`src/rtl/templatized_alu_pkg.sv`:
```
// Shared opcode, group-enable and FSM state definitions for the ALU decoder and exec stage.
// Pure definitions; no latency or backpressure of its own.
// Helper exp_en() maps an opcode to its one-hot group enable (000 for undefined opcodes).
package templatized_alu_pkg;

    localparam logic [3:0] OP_ADD = 4'd0;
    localparam logic [3:0] OP_SUB = 4'd1;
    localparam logic [3:0] OP_LT  = 4'd2;
    localparam logic [3:0] OP_GT  = 4'd3;
    localparam logic [3:0] OP_XOR = 4'd4;
    localparam logic [3:0] OP_SLL = 4'd5;
    localparam logic [3:0] OP_SAR = 4'd6;
    localparam logic [3:0] OP_ROL = 4'd7;
    localparam logic [3:0] OP_ROR = 4'd8;

    localparam logic [2:0] EN_ARITH = 3'b100;
    localparam logic [2:0] EN_LOGIC = 3'b010;
    localparam logic [2:0] EN_SHIFT = 3'b001;

    typedef enum logic [1:0] {
        IDLE  = 2'd0,
        SHIFT = 2'd1,
        DONE  = 2'd2
    } state_t;

    function automatic logic [2:0] exp_en(input logic [3:0] op);
        logic [2:0] e;
        e = 3'b000;
        case (op)
            OP_ADD, OP_SUB, OP_LT, OP_GT:   e = EN_ARITH;
            OP_XOR:                         e = EN_LOGIC;
            OP_SLL, OP_SAR, OP_ROL, OP_ROR: e = EN_SHIFT;
            default:                        e = 3'b000;
        endcase
        return e;
    endfunction

endpackage

```
`src/rtl/templatized_alu_exec_shift_step.sv`:
```
// One-bit SLL/SAR/ROL/ROR step on WIDTH bits, selected by opcode.
// Latency: combinational.
// Backpressure: none; non-shift opcodes pass the input through unchanged.
module templatized_alu_shift_step
    import templatized_alu_pkg::*;
#(
    parameter int WIDTH = 32
) (
    input  logic [3:0]       op,
    input  logic [WIDTH-1:0] din,
    output logic [WIDTH-1:0] dout
);

    always_comb begin
        dout = din;
        case (op)
            OP_SLL:  dout = {din[WIDTH-2:0], 1'b0};
            OP_SAR:  dout = {din[WIDTH-1], din[WIDTH-1:1]};
            OP_ROL:  dout = {din[WIDTH-2:0], din[WIDTH-1]};
            OP_ROR:  dout = {din[0], din[WIDTH-1:1]};
            default: dout = din;
        endcase
    end

endmodule

```
`src/rtl/templatized_alu_exec.sv`:
```
// ALU execution stage: arith/logic in one cycle, shifts/rotates one bit per cycle.
// Latency: out_valid 1 cycle after accept (arith/logic/illegal/zero shift), else shift-amount cycles.
// Backpressure: accepts only in IDLE; result and err held in DONE until out_ready.
module templatized_alu_exec
    import templatized_alu_pkg::*;
#(
    parameter int WIDTH   = 32,
    parameter int SHAMT_W = $clog2(WIDTH)
) (
    input  logic             clk,
    input  logic             rst_n,
    input  logic             in_valid,
    output logic             in_ready,
    input  logic [3:0]       op_code,
    input  logic [2:0]       en,
    input  logic [WIDTH-1:0] a,
    input  logic [WIDTH-1:0] b,
    output logic             out_valid,
    input  logic             out_ready,
    output logic [WIDTH-1:0] result,
    output logic             err
);

    localparam logic [SHAMT_W-1:0] CNT_ONE = SHAMT_W'(1);

    state_t             state_q, state_d;
    logic [WIDTH-1:0]   result_q, result_d;
    logic               err_q, err_d;
    logic [3:0]         op_q, op_d;
    logic [SHAMT_W-1:0] cnt_q, cnt_d;

    logic [3:0]         step_op;
    logic [WIDTH-1:0]   step_in;
    logic [WIDTH-1:0]   step_out;
    logic [SHAMT_W-1:0] amt;
    logic               legal;

    // The first shift step is taken on the accept edge so that an amount of N
    // reaches DONE exactly N edges after acceptance.
    assign step_op = (state_q == IDLE) ? op_code : op_q;
    assign step_in = (state_q == IDLE) ? a : result_q;
    assign amt     = b[SHAMT_W-1:0];
    assign legal   = (op_code <= OP_ROR) && (en == exp_en(op_code));

    templatized_alu_shift_step #(
        .WIDTH (WIDTH)
    ) u_shift_step (
        .op   (step_op),
        .din  (step_in),
        .dout (step_out)
    );

    always_comb begin
        state_d  = state_q;
        result_d = result_q;
        err_d    = err_q;
        op_d     = op_q;
        cnt_d    = cnt_q;
        case (state_q)
            IDLE: begin
                if (in_valid) begin
                    op_d    = op_code;
                    state_d = DONE;
                    if (!legal) begin
                        result_d = '0;
                        err_d    = 1'b1;
                    end else begin
                        err_d = 1'b0;
                        case (op_code)
                            OP_ADD: result_d = a + b;
                            OP_SUB: result_d = a - b;
                            OP_LT:  result_d = {{(WIDTH-1){1'b0}}, ($signed(a) < $signed(b))};
                            OP_GT:  result_d = {{(WIDTH-1){1'b0}}, ($signed(a) > $signed(b))};
                            OP_XOR: result_d = a ^ b;
                            default: begin
                                if (amt == '0) begin
                                    result_d = a;
                                end else begin
                                    result_d = step_out;
                                    cnt_d    = amt - CNT_ONE;
                                    if (amt != CNT_ONE) begin
                                        state_d = SHIFT;
                                    end
                                end
                            end
                        endcase
                    end
                end
            end
            SHIFT: begin
                result_d = step_out;
                cnt_d    = cnt_q - CNT_ONE;
                if (cnt_q == CNT_ONE) begin
                    state_d = DONE;
                end
            end
            DONE: begin
                if (out_ready) begin
                    state_d = IDLE;
                    err_d   = 1'b0;
                end
            end
            default: state_d = IDLE;
        endcase
    end

    always_ff @(posedge clk) begin
        if (!rst_n) begin
            state_q  <= IDLE;
            result_q <= '0;
            err_q    <= 1'b0;
            op_q     <= OP_ADD;
            cnt_q    <= '0;
        end else begin
            state_q  <= state_d;
            result_q <= result_d;
            err_q    <= err_d;
            op_q     <= op_d;
            cnt_q    <= cnt_d;
        end
    end

    assign in_ready  = (state_q == IDLE);
    assign out_valid = (state_q == DONE);
    assign result    = result_q;
    assign err       = err_q;

endmodule

```
`config.mk`:
```
export PLATFORM = sky130hd
export DESIGN_NAME = templatized_alu_exec
export DESIGN_NICKNAME = d
export VERILOG_FILES = /design/src/rtl/templatized_alu_pkg.sv /design/src/rtl/templatized_alu_exec_shift_step.sv /design/src/rtl/templatized_alu_exec.sv
export SDC_FILE = /design/constraint.sdc
export NUM_CORES = 1
export LEC_CHECK = 0
export CAP_MARGIN = 0
export CELL_PAD_IN_SITES_DETAIL_PLACEMENT = 1
export CELL_PAD_IN_SITES_GLOBAL_PLACEMENT = 1
export CORE_MARGIN = 1.5
export CORE_UTILIZATION = 40
export DETAILED_ROUTE_END_ITERATION = 16
export PLACE_DENSITY = 0.88
export SYNTH_ARGS = -nofsm -noshare
export SYNTH_HDL_FRONTEND = slang
export SYNTH_SLANG_ARGS = --single-unit
```
`constraint.sdc`:
```
create_clock -name clk -period 4.1 [get_ports clk]
set_clock_uncertainty 0.15 [all_clocks]
set_input_delay 0.82 -clock clk [delete_from_list [all_inputs] [get_ports clk]]
set_output_delay 0.82 -clock clk [all_outputs]
set_load 0.01 [all_outputs]
```
==> results.toml, run 1 <==
[outcome]
status = "completed"

[worst_setup_path]
crit_type = "input pin to flip-flop"
cpPeakStageDelay_ps = 520
setup.worst_path.start = "b[0]"
cp_cell_sequence = "clkdlybuf4s50_1 -> buf_4 -> ha_1 -> fa_1 -> nor2b_1 -> o21ai_1 -> o2111a_1 -> nor2_1 -> a21bo_2 -> a41oi_1 -> or3_1 -> a2111oi_1 -> a311oi_1"
end_kind = "flip-flop"
cp_data_required_time_ps = 4130
path_buf_inv = 2
cp_data_arrival_time_ps = 4090
cp_top_family = "compound AO/OA/AOI/OAI gates"
cp_max_fo = 5
critPathSlowestCell = "a2111oi_1"
critPathLaunchType = "input pin"
reg2reg_from = "state_q[1]"

[routing]
top_layer = "met4"
via_count = 10420
ant_nets = 0
met1Wirelength_um = 15210
met3WireLength_um = 3677
firstDrtPassIters = 6
met2WireLength_um = 17810
first_iter_violations = 1105
drc = 0
avgRoutedWirePerCell_um = 25.39
viasPerCell = 6.800
routed_wl_um = 38930

[finish]
finalNonFillerCells = 1533
nFillCells = 2420
multi_input_area_um2 = 6216
area_delta_synth_final_pct = 30.24
diodes = 0
most-common-layout-cells = "buf_4, a21oi_1, nand2_1"
drive_above_1_share_pct = 14.32
area.sequential_um2 = 880.8
fin_nets = 1442
layout_commonest_cell = "buf_4"
postLayoutCoreUtil_pct = 53.37

[timing]
slew_violations = 0
finalCritPeriodShare_pct = 98.81
worst_slew_pin_slew_ps = 700.2
fin_crit_ps = 4051
setup-tns-final_ps = 0
clock.fmax_ghz = 0.2468
hold_viol = 0
relSlewSlack_pct = 53.32
setup_ws_ps = 48.80
setup_violations = 0

[clocking]
cts_resized = 0
cts_buffers = 5
clk_pin_slew_worst_paths_ps = 80
cts_setup_buffers = 0
ctsHoldBuffers = 0
clk_path_buf_depth = 2
clock_latency_ps = 320
clock_sinks = 44
root_buffer = "clkbuf_16"
cts_tree = "yes"
cts_max_level = 2

[die]
dieArea_um2 = 20070
rows = 50
io_pins = 110
chipHeight_um = 141.7
core-area_um2 = 18770
die_x_um = 141.7
initial_core_util_pct = 40.98

[run]
cap_violations = 0

[grt]
grt_max_degree = 31
antenna_found_initial = 0
grt-ovfl-total = 0
grt_use_total_pct = 38.20
grt_pass1_vias = 10520
grt_pass1_wl_um = 59370

[pwr]
power_density_nw_per_um2 = 294.6
p_leak_nw = 4.172
ir_drop_v = 0.0001935
finalPower_mw = 2.951

[yosys]
synth_area_leader_cell = "dfxtp_1"
synth_top_area_share_pct = 11.45
synth_cell_types = 87
yosys-top-cells-area = "dfxtp_1, ha_1, a21oi_1"
syn-cell-area_um2 = 7691
synth_seq_cells = 44
synth.yosys.warnings = 0
async_flop_share_pct = 0
synth_edf_count = 0
ys_seq_area_share_pct = 11.45
syn_nets = 1262
synth_ff_type = "dfxtp_1"
syn_avg_cell_area_um2 = 6.879
syn_inst = 1118

[worst_hold_path]
min_from = "op_q[3]"
min_path_type = "flip-flop to flip-flop"

[placed_design]
gp_congestion = 0.9969
dp_slack_ps = -202.0
dp_hpwl_um = 30320
placed_cells = 1525
numPortBuffers = 109
[area by class of cell]
type                       instances  area share, %
clock inverter                     3         0.4622
clock buffer                       5          1.249
tap                              234          2.923
multi-input combinational        923          62.05
timing repair buffer             251          21.78
inverter                          73          2.735
sequential                        44          8.793
[through the flow]
stage	hold WS, ps	area (um2)
final	354.4	10020
after CTS	355.4	10010
after floorplan	295.0	7691
after detailed placement	344.9	9837
after global routing	377.7	10020
after global placement	312.7	9837
[synth_stat cells, types with 10 or more instances]
library cell / number
a211oi_1: 10
nor4_1: 14
mux2i_1: 40
nor2b_1: 16
buf_2: 18
nand3_1: 23
clkbuf_1: 53
o21bai_1: 14
dfxtp_1: 44
inv_1: 68
nand2_1: 112
o221ai_1: 15
nor3_1: 33
ha_1: 67
o21ai_0: 61
o22ai_1: 29
a31oi_1: 22
nor2_1: 81
o21ai_1: 19
xnor2_1: 18
a21oi_1: 117
nand4_1: 10
a22oi_1: 15
a221oi_1: 14
o31ai_1: 11
and3_1: 10
a21o_1: 15
[metal layers]
| layer | vias to the layer above | global-route usage [%] |
|---|---|---|
| met5 | - | 0 |
| met4 | 0 | 19.97 |
| met3 | 187 | 7.054 |
| met2 | 638 | 63.16 |
| met1 | 5023 | 47.24 |
| li1 | 4576 | - |
[sequential cells by signal (all words and copies together) (netlist names)]
name and cells:
op_q 4, err 1, result 32, cnt_q 5, state_q 2
[power by group]
part	internal (mW)	leakage [nW]	switching, mW
clock	0.291	0.0804	0.233
sequential	0.474	0.358	0.0551
combinational	0.775	3.73	1.12
total	1.54	4.17	1.41
[worst reg2reg max path: stages (launching register included)]
cell      delay (ps)
dfxtp_1          640
or2_1            520
inv_2            350
nand2_1          170
a21o_1           360
buf_4            310
o22ai_1          100
nor2_1           100
a21oi_1           60
a222oi_1         370
o221ai_1         210
and3_1           220
[worst paths after layout]
kind	slack, ps	end	cells after the start
max reg2reg	440	result[23]	11
min	350	op_q[3]	2
min reg2reg	350	op_q[3]	2
max	50	result[30]	13
[cell families after synthesis]
kind of cell / share of synthesized area, %
xor+xnor: 2.278
compound gates: 39.21
simple gates: 21.67
fa+ha+maj: 11.42
mux: 5.970
buf+inv: 8.004
flops: 11.45
Note: power is estimated with default switching activity, not from simulation.
==> inputs of run 2 (changes only) <==
--- a/config.mk
+++ b/config.mk
@@ -5,7 +5,6 @@
 export SDC_FILE = /design/constraint.sdc
 export NUM_CORES = 1
 export LEC_CHECK = 0
-export CAP_MARGIN = 0
 export CELL_PAD_IN_SITES_DETAIL_PLACEMENT = 1
 export CELL_PAD_IN_SITES_GLOBAL_PLACEMENT = 1
 export CORE_MARGIN = 1.5
==> results of run 2 <==
No change in the layout: final DEF, timing and power equal those of run 1.
==> inputs of run 3 (changes only) <==
--- a/config.mk
+++ b/config.mk
@@ -10,7 +10,8 @@
 export CORE_MARGIN = 1.5
 export CORE_UTILIZATION = 40
 export DETAILED_ROUTE_END_ITERATION = 16
-export PLACE_DENSITY = 0.88
+export PLACE_DENSITY = 0.87
 export SYNTH_ARGS = -nofsm -noshare
 export SYNTH_HDL_FRONTEND = slang
+export SYNTH_HIERARCHICAL = 1
 export SYNTH_SLANG_ARGS = --single-unit
==> results.toml, run 3 <==
[run]
cap_violations = 0

[placed_design]
gp_congestion = 0.9540
dpl-instance-area_um2 = 10620
numPortBuffers = 109
placed_cells = 1672
dp_hpwl_um = 31140

[clocking]
clock_sinks = 44
clk_path_buf_depth = 2
cts_tree = "yes"
cts_buffers = 5
clk_pin_slew_worst_paths_ps = 80
clock_latency_ps = 310
root_buffer = "clkbuf_16"
cts_max_level = 2

[yosys]
synth_edf_count = 0
async_flop_share_pct = 0
yosys-top-cells-area = "dfxtp_1, ha_1, nand2_1"
synth_top_area_share_pct = 10.50
yosys.cell_count.top_type = "nand2_1"
muxShareOfSynthArea_pct = 6.948
synth.yosys.warnings = 6
synth_compound_area_share_pct = 38.08
synth_area_leader_cell = "dfxtp_1"
synthXorXnorAreaFrac_pct = 1.357
synth_simple_gate_area_share_pct = 22.62
ys_seq_area_share_pct = 10.50
syn_inst = 1212
synth_seq_cells = 44
syn_nets = 1356
synthTopCellsByCount = "nand2_1, a21oi_1, nor2_1"
syn_avg_cell_area_um2 = 6.924
synth_cell_types = 92
synth_top_family_by_area = "compound AO/OA/AOI/OAI gates"
synth_adder_area_share_pct = 10.47
synth_ff_type = "dfxtp_1"
syn-cell-area_um2 = 8392

[worst_setup_path]
cp_data_arrival_time_ps = 4170
cp_max_fo = 3
r2r_slack_ps = 580
crit_type = "input pin to flip-flop"
critPathLaunchType = "input pin"
setup.worst_path.start = "b[1]"
cp_data_required_time_ps = 4160
reg2reg_from = "state_q[1]"
end_kind = "flip-flop"

[outcome]
violations = "negative setup slack"
status = "finished, violations left"

[finish]
largest_reg_flops = 32
nFillCells = 2641
fin_nets = 1555
design_area_um2 = 10990
layout_commonest_cell = "buf_4"
postLayoutCoreUtil_pct = 53.80
drive_above_1_share_pct = 23.23
most-common-layout-cells = "buf_4, nand2_1, clkdlybuf4s50_1"
finalNonFillerCells = 1682
diodes = 0
area_delta_synth_final_pct = 30.98

[die]
dieArea_um2 = 21860
chipHeight_um = 147.8
rows = 52
initial_core_util_pct = 41.08
die_x_um = 147.8
core-area_um2 = 20430
io_pins = 110

[grt]
grt_busiest_layer = "met2"
grt_pass1_vias = 10970
met3_usage_pct = 5.432
antenna_found_initial = 0
grt_use_total_pct = 35.62
met2_usage_pct = 56.10
grt-ovfl-total = 0
grt_max_degree = 40
met1_usage_pct = 48.34
grt_pass1_wl_um = 61810

[timing]
slew_violations = 0
setup_violations = 1
holdWs_ps = 313.4
setup_ws_ps = -15.72
clock.fmax_ghz = 0.2430
hold_viol = 0
finalCritPeriodShare_pct = 100.4
relSlewSlack_pct = 51.37
worst_slew_pin_slew_ps = 727.2
fin_crit_ps = 4116

[worst_hold_path]
min_path_type = "flip-flop to flip-flop"
min_from = "op_q[3]"

[routing]
viasPerCell = 6.603
routed_wl_um = 40870
ant_nets = 0
avgRoutedWirePerCell_um = 24.30
via_count = 11110
first_iter_violations = 1337
drc = 0
firstDrtPassIters = 6

[pwr]
p_leak_nw = 4.455
power_density_nw_per_um2 = 215.3
ir_drop_v = 0.0002007
run 3: layout make-up:
| class | count | area, um2 | area share, % |
|---|---|---|---|
| flip-flops and latches | 44 | 880.8 | 8.014 |
| well taps | 270 | 337.8 | 3.073 |
| clock buffers | 6 | 138.9 | 1.264 |
| inverters | 71 | 266.5 | 2.425 |
| clock inverters | 2 | 15.01 | 0.1366 |
| repair buffers | 291 | 2472 | 22.49 |
| multi-input cells | 998 | 6880 | 62.60 |
run 3: power by group:
| group | switching [mW] | internal [mW] | total, mW | leakage, nW |
|---|---|---|---|---|
| Sequential | 0.0122 | 0.438 | 0.450 | 0.356 |
| Clock | 0.212 | 0.244 | 0.456 | 0.0691 |
| Combinational | 0.852 | 0.608 | 1.46 | 4.03 |
run 3: kinds of logic (layout without fill, tap and decap cells):
family,after synthesis,count (layout)
compound gates,457,457
xor+xnor,13,13
fa+ha+maj,69,69
buf+inv,170,370
flops,44,44
mux,53,53
simple gates,406,406
run 3: timing repair:
item                       CTS  global route
hold buffers                 0             0
setup endpoints to repair    6            17
pin swaps                    4             7
gates cloned                 0             0
setup buffers                1             1
gates resized for setup     10            34
run 3: metal layers:
metal | vias to the layer above | wire length, um
met5 | - | 0
li1 | 4867 | -
met1 | 5363 | 16720
met3 | 152 | 4145
met4 | 0 | 1842
met2 | 725 | 18170
run 3: worst paths after layout:
check	end	cells after the start
hold / removal	op_q[3]	2
setup reg to reg	result[20]	11
setup / recovery	result[28]	14
hold reg to reg	op_q[3]	2
run 3: metrics by stage:
stage               TNS (ps)  worst slack (ps)  power [mW]
floorplan                  0             378.3       1.290
finish                -15.72            -15.72       2.366
global placement       -3305            -303.6       1.762
CTS                        0             1.515       2.277
detailed placement     -5315            -454.6       1.814
global route          -142.5            -57.32       2.465
run 3: critical path, cell delays in order:
cell and delay (ps):
clkdlybuf4s50_1 510, inv_1 90, buf_4 140, fa_2 390, a21oi_2 180, o21ai_1 120
a22o_1 250, o21ai_2 160, or3b_4 400, and4_1 250, a2111oi_4 350, a31oi_1 100
o2bb2ai_1 180, a31o_2 230
